**src/rtl/uart_rx_core.sv**
```systemverilog
// uart_rx_core: oversampling UART receiver.
//   Each bit spans P clocks (P = 8, 16 or 32, chosen from Prescale at start
//   detection). The bit value is the 2-of-3 majority of samples taken at
//   edges P/2-1, P/2 and P/2+1; the decision is acted on at edge P-1.
// Ports:
//   CLK        oversampling clock (Prescale x baud)
//   RST        asynchronous active-low reset
//   RX_IN      serial line, idles high
//   PAR_EN     parity bit present (latched per frame)
//   PAR_TYP    0 = even, 1 = odd parity (latched per frame)
//   Prescale   oversampling ratio; 16 and 32 honoured, anything else means 8
//   P_DATA     last good data word
//   data_valid one-cycle pulse when P_DATA updates
//   par_err    one-cycle parity-error pulse
//   stp_err    one-cycle stop-error pulse
//   rx_busy    high while a frame is in progress
//
// state  | meaning
// IDLE   | line idle, waiting for RX_IN=0 (that cycle is edge 0 of start)
// START  | validating the start bit; majority 1 means glitch, back to IDLE
// DATA   | shifting in DATA_WIDTH bits, LSB first
// PARITY | checking the parity bit against the received data
// STOP   | checking the stop bit, then publishing or dropping the word
module uart_rx_core #(
    parameter int DATA_WIDTH = 8
) (
    input  logic                  CLK,
    input  logic                  RST,
    input  logic                  RX_IN,
    input  logic                  PAR_EN,
    input  logic                  PAR_TYP,
    input  logic [5:0]            Prescale,
    output logic [DATA_WIDTH-1:0] P_DATA,
    output logic                  data_valid,
    output logic                  par_err,
    output logic                  stp_err,
    output logic                  rx_busy
);
    localparam int            BW       = (DATA_WIDTH > 1) ? $clog2(DATA_WIDTH) : 1;
    localparam logic [BW-1:0] LAST_BIT = BW'(DATA_WIDTH - 1);

    localparam logic [2:0] ST_IDLE   = 3'd0;
    localparam logic [2:0] ST_START  = 3'd1;
    localparam logic [2:0] ST_DATA   = 3'd2;
    localparam logic [2:0] ST_PARITY = 3'd3;
    localparam logic [2:0] ST_STOP   = 3'd4;

    logic [2:0]            state_q, state_d;
    logic [5:0]            edge_q, edge_d;
    logic [BW-1:0]         bit_q, bit_d;
    logic [2:0]            samp_q, samp_d;
    logic [DATA_WIDTH-1:0] shift_q, shift_d;
    logic [DATA_WIDTH-1:0] pdata_q, pdata_d;
    logic                  bad_q, bad_d;
    logic                  pen_q, pen_d;
    logic                  ptyp_q, ptyp_d;
    logic [5:0]            presc_q, presc_d;
    logic                  dv_q, dv_d;
    logic                  pe_q, pe_d;
    logic                  se_q, se_d;

    logic [5:0] presc_eff;
    logic [5:0] half;
    logic       last_edge;
    logic       maj;
    logic       exp_par;

    assign presc_eff = (Prescale == 6'd16) ? 6'd16 :
                       (Prescale == 6'd32) ? 6'd32 : 6'd8;
    assign half      = presc_q >> 1;
    assign last_edge = (edge_q == presc_q - 6'd1);
    assign maj       = (samp_q[0] & samp_q[1]) | (samp_q[0] & samp_q[2]) |
                       (samp_q[1] & samp_q[2]);
    assign exp_par   = (^shift_q) ^ ptyp_q;

    always_comb begin
        state_d = state_q;
        edge_d  = edge_q;
        bit_d   = bit_q;
        samp_d  = samp_q;
        shift_d = shift_q;
        pdata_d = pdata_q;
        bad_d   = bad_q;
        pen_d   = pen_q;
        ptyp_d  = ptyp_q;
        presc_d = presc_q;
        dv_d    = 1'b0;
        pe_d    = 1'b0;
        se_d    = 1'b0;

        if (state_q != ST_IDLE) begin
            if (edge_q == half - 6'd1) samp_d[0] = RX_IN;
            if (edge_q == half)        samp_d[1] = RX_IN;
            if (edge_q == half + 6'd1) samp_d[2] = RX_IN;
            edge_d = last_edge ? 6'd0 : edge_q + 6'd1;
        end

        case (state_q)
            ST_IDLE: begin
                if (!RX_IN) begin
                    // This cycle is edge 0 of the start bit.
                    state_d = ST_START;
                    edge_d  = 6'd1;
                    bit_d   = '0;
                    bad_d   = 1'b0;
                    pen_d   = PAR_EN;
                    ptyp_d  = PAR_TYP;
                    presc_d = presc_eff;
                end
            end
            ST_START: begin
                if (last_edge) state_d = maj ? ST_IDLE : ST_DATA;
            end
            ST_DATA: begin
                if (last_edge) begin
                    shift_d                 = shift_q >> 1;
                    shift_d[DATA_WIDTH-1]   = maj;
                    if (bit_q == LAST_BIT) begin
                        bit_d   = '0;
                        state_d = pen_q ? ST_PARITY : ST_STOP;
                    end else begin
                        bit_d = bit_q + 1'b1;
                    end
                end
            end
            ST_PARITY: begin
                if (last_edge) begin
                    if (maj != exp_par) begin
                        pe_d  = 1'b1;
                        bad_d = 1'b1;
                    end
                    state_d = ST_STOP;
                end
            end
            ST_STOP: begin
                if (last_edge) begin
                    if (!maj) begin
                        se_d = 1'b1;
                    end else if (!bad_q) begin
                        pdata_d = shift_q;
                        dv_d    = 1'b1;
                    end
                    state_d = ST_IDLE;
                end
            end
            default: state_d = ST_IDLE;
        endcase
    end

    always_ff @(posedge CLK or negedge RST) begin
        if (!RST) begin
            state_q <= ST_IDLE;
            edge_q  <= '0;
            bit_q   <= '0;
            samp_q  <= '0;
            shift_q <= '0;
            pdata_q <= '0;
            bad_q   <= 1'b0;
            pen_q   <= 1'b0;
            ptyp_q  <= 1'b0;
            presc_q <= 6'd8;
            dv_q    <= 1'b0;
            pe_q    <= 1'b0;
            se_q    <= 1'b0;
        end else begin
            state_q <= state_d;
            edge_q  <= edge_d;
            bit_q   <= bit_d;
            samp_q  <= samp_d;
            shift_q <= shift_d;
            pdata_q <= pdata_d;
            bad_q   <= bad_d;
            pen_q   <= pen_d;
            ptyp_q  <= ptyp_d;
            presc_q <= presc_d;
            dv_q    <= dv_d;
            pe_q    <= pe_d;
            se_q    <= se_d;
        end
    end

    assign P_DATA     = pdata_q;
    assign data_valid = dv_q;
    assign par_err    = pe_q;
    assign stp_err    = se_q;
    assign rx_busy    = (state_q != ST_IDLE);

endmodule

```
**config.mk**
```make
export PLATFORM = sky130hd
export DESIGN_NAME = uart_rx_core
export DESIGN_NICKNAME = d
export VERILOG_FILES = /design/src/rtl/uart_rx_core.sv
export SDC_FILE = /design/constraint.sdc
export NUM_CORES = 1
export LEC_CHECK = 0
export CAP_MARGIN = 20
export CORE_MARGIN = 1.5
export CORE_UTILIZATION = 35
export DETAILED_ROUTE_END_ITERATION = 7
export PLACE_DENSITY = 0.61
export SLEW_MARGIN = 20
export SYNTH_ARGS = -nofsm -noshare
export SYNTH_HDL_FRONTEND = slang
export SYNTH_SLANG_ARGS = --single-unit
```
**constraint.sdc**
```tcl
create_clock -name CLK -period 2.6 [get_ports CLK]
set_clock_uncertainty 0.1 [all_clocks]
set_input_delay 0.39 -clock CLK [delete_from_list [all_inputs] [get_ports CLK]]
set_output_delay 0.39 -clock CLK [all_outputs]
set_load 0.02 [all_outputs]
```
==> metrics.md <==
| Metric | Value |
|---|---|
| Die Y | 79.3 µm |
| Status | finished, final reports clean |
| F_max | 0.415 GHz |
| Post-Syn Nets | 194 |
| Fill cells | 537 |
| Wire length per cell | 13.5 µm |
| Area Overhead vs Synth | 21.8% |
| Slew HR | 41.4% |
| Yosys top cell by area | dfrtp_1 |
| Reg clk slew, reported paths | 0.08 ns |
| Worst hold path class | primary input to async pin |
| #FFs+latches synth | 40 |
| Post-cts resize count | 0 |
| Worst path max stage delay | 0.58 ns |
| Initial Utilization | 36.6% |
| Syn Area/Cell | 11.5 µm² |
| Final WL | 3750 µm |
| Setup Fix Bufs, Post-CTS | 0 |
| First-pass GRT wire length | 6690 µm |
| Setup CP Type | flop to flop |
| Placed wire-length estimate | 2690 µm |
| Synth top area cells | dfrtp_1, mux2_2, ha_1 |
| Critical Path RT | 2.68 ns |
| Total core area | 5570 µm² |
| Synthesis Warnings | 0 |
| Port buffer count | 22 |
| RSZ-0062 raised after global routing | false |
| Final hold violations | 0 |
| Worst reg2reg path startpoint | presc_q[3] |
| Slew Limit Fails | 0 |
| Vias per cell | 5.02 |
| Multi-input gate area | 971 µm² |
| Initial antenna violation count | 0 |
| Cts hold-fix bufs | 0 |
| Later-pin clock latency in the skew report | 0.29 ns |
| Crit path max-delay family | flip-flops |
| CP endpoint kind | flop |
| Final setup viols | 0 |
| Post-Syn Instances | 177 |
| Clock buffer depth | 2 |
| Gr ovfl total | 0 |
| Slowest CP cell | dfstp_2 |
| R2r endpoint | P_DATA[5] |
| Max FO, Critical Path | 9 |
| Worst Setup SP | presc_q[3] |
| Worst EP arrival | 2.49 ns |
| Termination of the worst setup path | P_DATA[5] |
| P_leak | 1.11 nW |
| Via count | 1396 |
| Setup TNS | 0 ns |
| # diodes | 0 |
| FP Rows | 27 |
| WP buf/inv | 2 |
| DR DRC count | 0 |
| R2R Setup Slk | 0.19 ns |
| RD Place Congestion | 0.832 |
| TritonCTS clock tree | done |
| # clock sinks | 40 |
| Final ANT Viol Nets | 0 |
| Mapped Area | 2040 µm² |
| Vias in the first global route | 1381 |
| Top-count cell post-synth | dfrtp_1 |
| Seq/Total Area, Yosys | 49.2% |
| Drt pass-1 iters | 4 |
| Final period utilization | 92.7% |
| Register area | 1000 µm² |
| Total chip power | 2.30 mW |
| Synth cell types | 41 |
| Tmin final | 2.41 ns |
| Starting DRT DRC Count | 113 |
| IO Pins | 23 |
| Share of layout cells above drive strength 1 | 19.9% |
| Slew of the pin with the lowest slew margin | 0.879 ns |
| Power per Cell Area | 927 nW/µm² |
| Die W | 79.3 µm |
| Largest net degree at the start of global routing | 41 |
| Final Net Count | 222 |
| Worst setup SP type | flop |
| Most frequent cells after synthesis | dfrtp_1, mux2_2, o21ai_0 |
| Root buf cell | clkbuf_8 |
| Synth async-reset ratio | 100% |
| Worst r2r path cells | 7 |
| Total CTS buffers | 5 |
| Dominant synthesized flop cell | dfrtp_1 |
| Top cell type's share of synthesized area | 47.9% |
| Total GRT Usage | 14.2% |
| Full die area | 6290 µm² |
| Max-cap violations | 0 |
| H-tree levels | 2 |
| Critical path cell sequence | inv_1, ha_1, xor2_1, nand4_4, nor4_4, buf_4, mux2_2 |
| Stages on the worst setup path | 7 |
| Peak supply drop | 0.000297 V |
| EDFF count, synth | 0 |
[layer usage]
| metal | up-vias | wire, µm | share of wire [%] | GRT usage, % |
|---|---|---|---|---|
| met5 | - | 0 | 0 | 0 |
| met4 | 0 | 41 | 1.1 | 5.79 |
| met3 | 2 | 110 | 2.9 | 3.91 |
| met2 | 22 | 1700 | 45 | 20.2 |
| met1 | 686 | 1890 | 50 | 20.2 |
| li1 | 686 | - | - | - |
[cell families after synthesis]
kind of cell    after synthesis  share of synthesized area, %
compound gates               31                          9.64
xor+xnor                     16                          9.64
fa+ha+maj                     6                          3.68
mux                          18                          9.94
buf+inv                      16                          3.19
flops                        40                          49.2
simple gates                 50                          14.7
[per-stage QoR]
step	area [µm²]	hold WS [ns]	utilization (%)	std cells	worst slack, ns
after floorplan	2040	-0.00559	-	177	0.151
after global placement	2360	0.388	42.4	270	0.223
after detailed placement	2360	0.392	42.4	270	0.170
after CTS	2480	0.146	44.5	278	0.166
after global routing	2480	0.183	44.5	278	0.0207
final	2480	0.120	44.5	278	0.189
[flip-flops by register name (all words and copies together), names as in the netlist]
| register | flops |
|---|---|
| P_DATA | 8 |
| par_err | 1 |
| pen_q | 1 |
| bit_q | 3 |
| samp_q | 3 |
| presc_q | 3 |
| bad_q | 1 |
| shift_q | 8 |
| stp_err | 1 |
| state_q | 3 |
| data_valid | 1 |
| edge_q | 6 |
| ptyp_q | 1 |
[layout make-up]
type / instances / share of cell area (%)
multi-input cells: 121 / 39.1
flip-flops and latches: 40 / 40.4
well taps: 72 / 3.63
repair buffers: 29 / 10.8
clock buffers: 6 / 3.33
inverters: 8 / 1.21
clock inverters: 2 / 1.56
[how the worst min path moves through the flow]
stage / startpoint / to / slack (ns)
4_1_cts: RST / P_DATA[1] / 0.15
5_1_grt: RST / bad_q / 0.18
3_5_place_dp: bit_q[0] / bit_q[0] / 0.39
3_3_place_gp: ptyp_q / ptyp_q / 0.39
6_report: RST / bad_q / 0.12
2_1_floorplan: RST / P_DATA[0] / -0.006
[power breakdown]
group          internal (mW)  total [mW]  switching, mW
combinational          0.418       0.819          0.401
clock                  0.314       0.529          0.216
sequential             0.775       0.952          0.177
[layout by cell type, fill, tap and decap left out, drive strengths merged, types with 4 or more instances in the layout]
master	synthesis	final
o21ai	14	14
dfrtp	39	39
nor3	4	4
xnor2	8	8
mux2	18	18
nor2	10	10
clkdlybuf4s50	0	21
buf	3	8
ha	6	6
xor2	4	4
clkbuf	5	6
nand2	13	13
xnor3	4	4
o31ai	5	5
inv	8	8
[worst reg2reg max path, stage by stage, from the launching register on]
cell,delay [ns]
dfstp_2,0.58
inv_1,0.05
ha_1,0.32
xor2_1,0.27
nand4_4,0.14
nor4_4,0.26
buf_4,0.21
mux2_2,0.35
Power figures use the tool's default switching activity.
